<file path="config.mk">
export PLATFORM = sky130hd
export DESIGN_NAME = intf_rr_arbiter
export DESIGN_NICKNAME = d
export VERILOG_FILES = /design/src/rtl/intf_arb_pkg.sv /design/src/rtl/intf_rr_arbiter_rr_pick.sv /design/src/rtl/intf_rr_arbiter.sv
export SDC_FILE = /design/constraint.sdc
export NUM_CORES = 1
export LEC_CHECK = 0
export BUFFER_PORTS_ARGS = -buffer_cell sky130_fd_sc_hd__buf_2
export CAP_MARGIN = 20
export CELL_PAD_IN_SITES_DETAIL_PLACEMENT = 0
export CELL_PAD_IN_SITES_GLOBAL_PLACEMENT = 2
export CORE_UTILIZATION = 30
export CTS_CLUSTER_DIAMETER = 80
export DETAILED_ROUTE_END_ITERATION = 12
export GPL_TIMING_DRIVEN = 0
export PLACE_DENSITY = 0.84
export SYNTH_ARGS = -nofsm -noshare
export SYNTH_HDL_FRONTEND = slang
export SYNTH_SLANG_ARGS = --single-unit
</file>
<file path="constraint.sdc">
create_clock -name clk -period 4.7 [get_ports clk]
set_input_delay 0.235 -clock clk [delete_from_list [all_inputs] [get_ports clk]]
set_output_delay 0.235 -clock clk [all_outputs]
set_load 0.1 [all_outputs]
</file>
<file path="src/rtl/intf_arb_pkg.sv">
// rtl/intf_arb_pkg.sv - shared types and helpers for the round-robin stream arbiter
// Purpose: arbitration state encoding and the mod-n pointer increment.
// Ports: none (package).
package intf_arb_pkg;

  typedef enum logic {
    ARB    = 1'b0,
    LOCKED = 1'b1
  } arb_state_e;

  // Explicit wrap instead of a bit-width overflow so a non-power-of-2 count
  // never produces an index >= n.
  function automatic int rr_next(input int p, input int n);
    return (p + 1 >= n) ? 0 : p + 1;
  endfunction

endpackage

</file>
<file path="src/rtl/intf_rr_arbiter_rr_pick.sv">
// rtl/intf_rr_arbiter_rr_pick.sv - combinational N-way rotate-priority picker
// Purpose: find the first asserted request starting at ptr and wrapping mod N.
// Ports:
//   req     in   N          request vector
//   ptr     in   clog2(N)   highest-priority index this cycle
//   gnt_idx out  clog2(N)   winning index (0 when nothing requests)
//   gnt_any out  1          at least one request present
module rr_pick #(
  parameter int N = 6
) (
  input  logic [N-1:0]         req,
  input  logic [$clog2(N)-1:0] ptr,
  output logic [$clog2(N)-1:0] gnt_idx,
  output logic                 gnt_any
);

  localparam int PW = $clog2(N);

  // Walk the search order backwards so the candidate closest to ptr is the
  // last assignment and therefore wins.
  always_comb begin
    int idx;
    gnt_idx = '0;
    gnt_any = 1'b0;
    idx     = 0;
    for (int k = N - 1; k >= 0; k--) begin
      idx = int'(ptr) + k;
      if (idx >= N) idx = idx - N;
      if (req[PW'(idx)]) begin
        gnt_any = 1'b1;
        gnt_idx = PW'(idx);
      end
    end
  end

endmodule

</file>
<file path="src/rtl/intf_rr_arbiter.sv">
// rtl/intf_rr_arbiter.sv - N-channel round-robin valid/ready stream arbiter
// Purpose: merge N input streams into one registered output stream, with
//          optional packet locking until the in_last beat.
// Ports:
//   clk, rst        clock, asynchronous active-high reset
//   in_valid/ready  N-bit per-channel handshake
//   in_data         N*W, channel i at [i*W +: W]
//   in_last         N-bit per-channel end-of-packet
//   out_valid/ready output handshake
//   out_data/last   registered beat payload
//   out_chan        source channel of the current output beat
module intf_rr_arbiter
  import intf_arb_pkg::*;
#(
  parameter int N         = 6,
  parameter int W         = 8,
  parameter int LOCK_LAST = 1
) (
  input  logic                 clk,
  input  logic                 rst,
  input  logic [N-1:0]         in_valid,
  output logic [N-1:0]         in_ready,
  input  logic [N*W-1:0]       in_data,
  input  logic [N-1:0]         in_last,
  output logic                 out_valid,
  input  logic                 out_ready,
  output logic [W-1:0]         out_data,
  output logic                 out_last,
  output logic [$clog2(N)-1:0] out_chan
);

  localparam int PW = $clog2(N);

  arb_state_e    state, state_next;
  logic [PW-1:0] ptr, lock_chan, lock_next;
  logic [PW-1:0] pick_idx, grant;
  logic          pick_any, grant_any;
  logic          free, xfer, grant_last;

  rr_pick #(.N(N)) u_pick (
    .req     (in_valid),
    .ptr     (ptr),
    .gnt_idx (pick_idx),
    .gnt_any (pick_any)
  );

  // While locked only the owning channel may move, even if it idles.
  always_comb begin
    grant     = pick_idx;
    grant_any = pick_any;
    if (state == LOCKED) begin
      grant     = lock_chan;
      grant_any = in_valid[lock_chan];
    end
  end

  assign free       = !out_valid || out_ready;
  assign xfer       = !rst && free && grant_any;
  assign in_ready   = xfer ? (N'(1) << grant) : '0;
  assign grant_last = in_last[grant];

  always_comb begin
    state_next = state;
    lock_next  = lock_chan;
    if (LOCK_LAST != 0 && xfer) begin
      case (state)
        ARB: begin
          if (!grant_last) begin
            state_next = LOCKED;
            lock_next  = grant;
          end
        end
        LOCKED: begin
          if (grant_last) state_next = ARB;
        end
        default: state_next = ARB;
      endcase
    end
  end

  always_ff @(posedge clk or posedge rst) begin
    if (rst) begin
      state     <= ARB;
      lock_chan <= '0;
      ptr       <= '0;
      out_valid <= 1'b0;
      out_data  <= '0;
      out_last  <= 1'b0;
      out_chan  <= '0;
    end else begin
      state     <= state_next;
      lock_chan <= lock_next;
      if (xfer && (LOCK_LAST == 0 || grant_last)) begin
        ptr <= PW'(rr_next(int'(grant), N));
      end
      if (free) begin
        out_valid <= xfer;
        if (xfer) begin
          out_data <= in_data[int'(grant)*W +: W];
          out_last <= grant_last;
          out_chan <= grant;
        end
      end
    end
  end

endmodule

</file>
# --- Word-level counts from Yosys, hierarchy flattened ---
# Cells that the tools add are included.
classes:
  mux: 45
  bitwise_logic: 2
  n_reduce_logical: 8
  addsub: 12
  shift: 2
  magnitude_cmp: 15
ops:
  columns: ["operator", "count"]
  rows:
  - ["variable part select 48 x 7 -> 8 bit", 1]
  - ["two-way mux 3 bit", 14]
  - ["< comparator 3 x 5 -> 1 bit, second input constant", 6]
  - ["binary-select mux 1 bit (select 3 bit)", 8]
  - [">= comparator 4 x 3 -> 1 bit, second input constant", 6]
  - ["two-way mux 1 bit", 22]
  - ["subtractor 3 x 2 -> 3 bit, second input constant", 5]
  - ["adder 3 x 1 -> 4 bit, second input constant", 2]
  - ["adder 3 x 2 -> 4 bit, second input constant", 2]
  - ["adder 3 x 3 -> 4 bit, second input constant", 2]
  - ["< comparator 3 x 4 -> 1 bit, second input constant", 2]
  - ["two-way mux 6 bit", 1]
  - ["left shift 1 x 3 -> 6 bit, first input constant", 1]
  - [">= comparator 3 bit, second input constant", 1]
  - ["logical AND 1 bit", 3]
  - ["AND reduction 3 bit", 1]
  - ["subtractor 3 bit, second input constant", 1]
  - ["zero test 1 bit", 2]
  - ["NOT 1 bit", 2]
  - ["AND reduction 2 bit", 1]
  - ["logical OR 1 bit", 1]
word_totals:
  inputBits: 63
  regBits: 20
  word_cells: 91

# --- Logic depth before layout (Yosys ltp) ---
logic_depth:
  depth_word: 17
  ltp_mapped: 19
  ltp_nobuf: 15

# --- Modules after synthesis ---
# From an unflattened synthesis, not the netlist that was laid out.
unflattened:
  hier_cells: 285
  area_unflattened_um2: 2299.7
by_module_without_submodules:
  columns: ["mod", "seq_area_each_um2", "area_per_inst_um2", "n_inst", "cells_each"]
  rows:
  - ["intf_rr_arbiter", 500.5, 1457.6, 1, 159]
  - ["rr_pick", 0.0, 842.1, 1, 126]

# --- Worst setup path after synthesis ---
# Ideal clock, no wire load.
synth_path:
  kind: "register to output"
  startpoint: "register ptr[0]"
  endpoint: "output port in_ready[4]"
  arrival_time_ns: 5.845
  path_buffers: 5
  slack_ns: -1.380
  path_stages_with_launch: 16
  required_ns: 4.465
  cell_sequence: "dfrtp_1 > buf_6 > buf_4 > inv_1 > ha_1 > clkbuf_2 > buf_1 > nor3_1 > a31oi_1 > and3_1 > o32a_1 > o211ai_2 > a21oi_4 > buf_2 > inv_1 > nor4_1"
synth_between:
  elab_chain_cells: 15
  word_cells_on_any_way: 58
  classes_between: "11 x add/sub; 6 x order compare; 1 x shift; 39 x mux; 1 x reduce/logical"
synth_rtl:
  columns: ["element", "line", "text"]
  rows:
  - ["start: declaration", "intf_rr_arbiter.sv:35", "logic [PW-1:0] ptr, lock_chan, lock_next;"]
  - ["start signal: assignment", "intf_rr_arbiter.sv:94", "ptr <= PW'(rr_next(int'(grant), N));"]
  - ["adder 3 x 3 -> 4 bit", "intf_rr_arbiter_rr_pick.sv:27", "idx = int'(ptr) + k;"]
  - [">= comparator 4 x 3 -> 1 bit or subtractor 3 x 2 -> 3 bit (tied branches)", "intf_rr_arbiter_rr_pick.sv:28", "if (idx >= N) idx = idx - N;"]
  - ["two-way mux 3 bit", "intf_rr_arbiter_rr_pick.sv:28", null]
  - ["binary-select mux 1 bit (select 3 bit)", "intf_rr_arbiter_rr_pick.sv:29", "if (req[PW'(idx)]) begin"]
  - ["two-way mux 1 bit (not written as such) (2 in a row)", "intf_rr_arbiter_rr_pick.sv:29", null]
  - ["two-way mux 3 bit (5 in a row)", "intf_rr_arbiter_rr_pick.sv:29", null]
  - ["two-way mux 3 bit *", "intf_rr_arbiter_rr_pick.sv:29", null]
  - ["two-way mux 3 bit *", "intf_rr_arbiter.sv:51", "if (state == LOCKED) begin"]
  - ["named net grant[0]", "intf_rr_arbiter.sv:36", "logic [PW-1:0] pick_idx, grant;"]
  - ["left shift 1 x 3 -> 6 bit *", "intf_rr_arbiter.sv:59", "assign in_ready = xfer ? (N'(1) << grant) : '0;"]
  - ["two-way mux 6 bit *", "intf_rr_arbiter.sv:59", null]
  - ["end: declaration", "intf_rr_arbiter.sv:22", "output logic [N-1:0] in_ready,"]
# The timed path passes the listed nets; every way through them passes the cells marked *. The select of a mux whose other input is x is not followed.

# --- Final worst setup path ---
layout_path:
  startpoint: "register ptr[0]"
  endpoint: "output port in_ready[3]"
layout_between:
  elab_chain_cells: 15
  word_cells_on_any_way: 58
  classes_between: "11 x add/sub; 6 x order compare; 1 x shift; 39 x mux; 1 x reduce/logical"
layout_rtl:
  columns: ["element", "line"]
  rows:
  - ["adder 3 x 3 -> 4 bit", "intf_rr_arbiter_rr_pick.sv:27"]
  - [">= comparator 4 x 3 -> 1 bit or subtractor 3 x 2 -> 3 bit (tied branches)", "intf_rr_arbiter_rr_pick.sv:28"]
  - ["two-way mux 3 bit", "intf_rr_arbiter_rr_pick.sv:28"]
  - ["binary-select mux 1 bit (select 3 bit)", "intf_rr_arbiter_rr_pick.sv:29"]
  - ["two-way mux 1 bit (not written as such) (2 in a row)", "intf_rr_arbiter_rr_pick.sv:29"]
  - ["two-way mux 3 bit or two-way mux 1 bit (tied branches) (6 in a row)", "intf_rr_arbiter_rr_pick.sv:29"]
  - ["two-way mux 3 bit or two-way mux 1 bit (tied branches)", "intf_rr_arbiter.sv:51"]
  - ["left shift 1 x 3 -> 6 bit or logical AND 1 bit (tied branches)", "intf_rr_arbiter.sv:59, intf_rr_arbiter.sv:58"]
  - ["two-way mux 6 bit *", "intf_rr_arbiter.sv:59"]
# Every way passes the cells marked *; elsewhere a longest branch is shown, timed or not. The select of a mux whose other input is x is not followed.

==> metrics.md <==
| Metric | Value |
|---|---|
| Crit path largest cell delay | `0.44 ns` |
| Commonest cells in the netlist | `mux2i_1 (33), nor2_1 (27), dfrtp_1 (20), mux2_2 (14), nand2_1 (14)` |
| Die area | `8720 µm²` |
| # IOs | `82` |
| Wire length per cell | `16.0 µm` |
| Cell Count Post-Placement | `464` |
| Final-stage net count | `447` |
| Vias per cell | `5.24` |
| Synth top area cells | `dfrtp_1 (20%), mux2i_1 (13%), ha_1 (6.5%), mux2_2 (6.3%), nor2_1 (4.0%)` |
| CP Capture Type | `primary output` |
| Setup TNS | `0 ns` |
| Post-Synth Adder-Cell Area | `6.49%` |
| Area growth syn-to-layout | `28.2%` |
| Period utilization | `95.1%` |
| Final core utilization | `40.7%` |
| Share of the synthesized area in the top cell type | `20.0%` |
| Final setup margin | `0.231 ns` |
| Dpl ws | `-0.355 ns` |
| Rows | `32` |
| Main combinational cell family by area after synthesis | `multiplexers` |
| H-tree levels | `1` |
| Post-route ant nets | `0` |
| CP arrival | `4.23 ns` |
| Register area share after synthesis | `20.0%` |
| Clock Latency Late Sink | `0.27 ns` |
| Mean Syn Cell Area | `8.92 µm²` |
| Layout Skew | `0.00772 ns` |
| Post-synth net total | `357` |
| CTS Buf Count | `3` |
| Slowest CP cell | `a2111oi_2` |
| Starting Density | `31.8%` |
| Primary FF master, synth | `dfrtp_1` |
| Routed via count | `2,473` |
| CTS tree | `done` |
| Initial antenna violation count | `0` |
| Simple-gate share of the synthesized area | `18.6%` |
| Yosys warnings | `0` |
| Post-synth EDFFs | `0` |
| Synth Register Bits | `20` |
| Final global-route overflow total | `0` |
| FFs w/ async S/R, synth | `100%` |
| Cells after Synth | `281` |
| Fin. Hold Viols | `0` |
| RSZ-0062 raised after global routing | `true` |
| Mux contribution to synthesized area | `25.3%` |
| Final WL | `7540 µm` |
| Minimum clock period | `4.47 ns` |
| CP max FO | `10` |
| GRT Total Usage | `17.4%` |
| Setup violations, final | `0` |
| Setup CP Type | `reg2out` |
| Number of global-route vias before repair | `2,335` |
| Min-Delay Path Class | `in2async` |
| Xor-xnor portion of the synthesized cell area | `2.40%` |
| First-pass GRT wire length | `11,900 µm` |
| Die X | `93.4 µm` |
| Yosys cell types | `63` |
| WP data required | `4.47 ns` |
| Startpoint types | `flip-flop` |
| Largest net degree at the start of global routing | `21` |
| CTS root buf | `clkbuf_8` |
| Status | `complete, no violations` |
| Final Max Slew Viols | `0` |
| Clk slew on worst S/H paths | `0.09 ns` |
| Share of layout cells above drive strength 1 | `37.6%` |
| CTS sink count | `20` |
| GPL Wtd Cong | `0.844` |
| Die Y | `93.4 µm` |
| Area leader, netlist | `dfrtp_1` |
| Drt drc | `0` |
| Total of max-cap violations | `0` |
| Initial DRC count | `125` |
| Post-synthesis compound-gate area fraction | `22.4%` |
| Top-count cell post-synth | `mux2i_1` |
| Worst reg-to-reg path cell count | `19` |
| CTS Hold Buffers Added | `0` |
| Port Buffer Count | `81` |
| Clock buffer depth | `2` |
| Hpwl dp | `5870 µm` |
| Layout Cells excl Fill | `472` |
| Worst-Margin Slew | `0.773 ns` |
| Fmax achieved | `224 MHz` |
| Cells along the critical path | `buf_6 -> buf_4 -> inv_1 -> ha_1 -> clkbuf_2 -> buf_2 -> nand3_1 -> a21oi_4 -> a41oi_2 -> o2111a_1 -> a2111oi_2 -> o21bai_4 -> clkbuf_2 -> ha_1 -> and2_1 -> buf_4` |
| Diodes inserted | `0` |
| Synth Cell Area | `2510 µm²` |
| Relative max-transition margin | `48.4%` |
| 1st-pass router iterations | `4` |
| Core Box Area | `7890 µm²` |
## through the flow
step | area, µm² | hold slack, ns
floorplan | 2520 | 0.199
global placement | 3050 | 0.439
detailed placement | 3050 | 0.442
CTS | 3150 | 0.149
global route | 3210 | 0.193
finish | 3210 | 0.105
## critical path, delay by kind of cell (launching register included)
kind	cells	cell delay, ns
compound gates	5	1.17
flops	1	0.42
fa+ha+maj	2	0.53
buf+inv	7	1.50
simple gates	2	0.32
## area by class of cell
class / count / area, µm²
fill: 799 / 4680
multi-input combinational: 236 / 1940
sequential: 20 / 500
timing repair buffer: 85 / 445
tap: 102 / 128
buffer: 14 / 88.8
clock buffer: 3 / 41.3
inverter: 11 / 41.3
clock inverter: 1 / 30.0
## cell usage in the layout (no fill, tap or decap), types with 3 or more instances in the layout
master,n
mux2_2,14
a31oi_1,6
clkbuf_1,3
clkbuf_8,3
a221oi_1,8
nor3_1,8
ha_1,13
o21a_1,3
nand3_1,6
buf_2,80
buf_4,10
and3_1,7
or3_1,3
mux2_1,5
o21ai_0,11
dfrtp_1,20
mux2i_1,32
xor2_1,4
and2_1,5
a21o_1,5
nand2b_1,6
inv_1,11
a21oi_1,11
nor2_1,26
nand2_1,14
## kinds of logic (layout without fill, tap and decap cells)
| group | count (synthesis) | in the layout |
|---|---|---|
| flip-flops | 20 | 20 |
| AO/OA/AOI/OAI | 70 | 70 |
| adder cells (fa/ha/maj) | 13 | 13 |
| multiplexers | 56 | 56 |
| XOR/XNOR | 6 | 6 |
| buffers and inverters | 25 | 114 |
| AND/OR/NAND/NOR | 91 | 91 |
## state kept, by name, indices dropped and copies added (netlist names)
name and count:
out_data 8, lock_chan 3, out_chan 3, ptr 3, out_last 1, out_valid 1, state 1
## path summary, 6_finish.rpt
kind,slack [ns],from,endpoint
max,0.23,ptr[0],in_ready[3]
min,0.11,rst,out_data[5]
max reg2reg,0.25,ptr[0],ptr[2]
min reg2reg,0.49,out_last,out_last
max in group asynchronous,4.11,rst,out_data[3]
min in group clk,0.26,out_ready,out_valid
## per-layer routing
metal	track usage, %	part of all wire (%)
met4	3.85	1.4
met2	28.4	46
met1	24.0	47
met3	2.76	5.4
met5	0	0
## repair_timing
action / 4_1_cts / 5_1_grt
pin swaps: 0 / 1
buffers inserted: 0 / 4
resized for setup: 7 / 12
endpoints found under the setup margin: 9 / 9
Power is not shown: default switching activity piles up to over one toggle a cycle in this logic, so the estimate is an artifact.
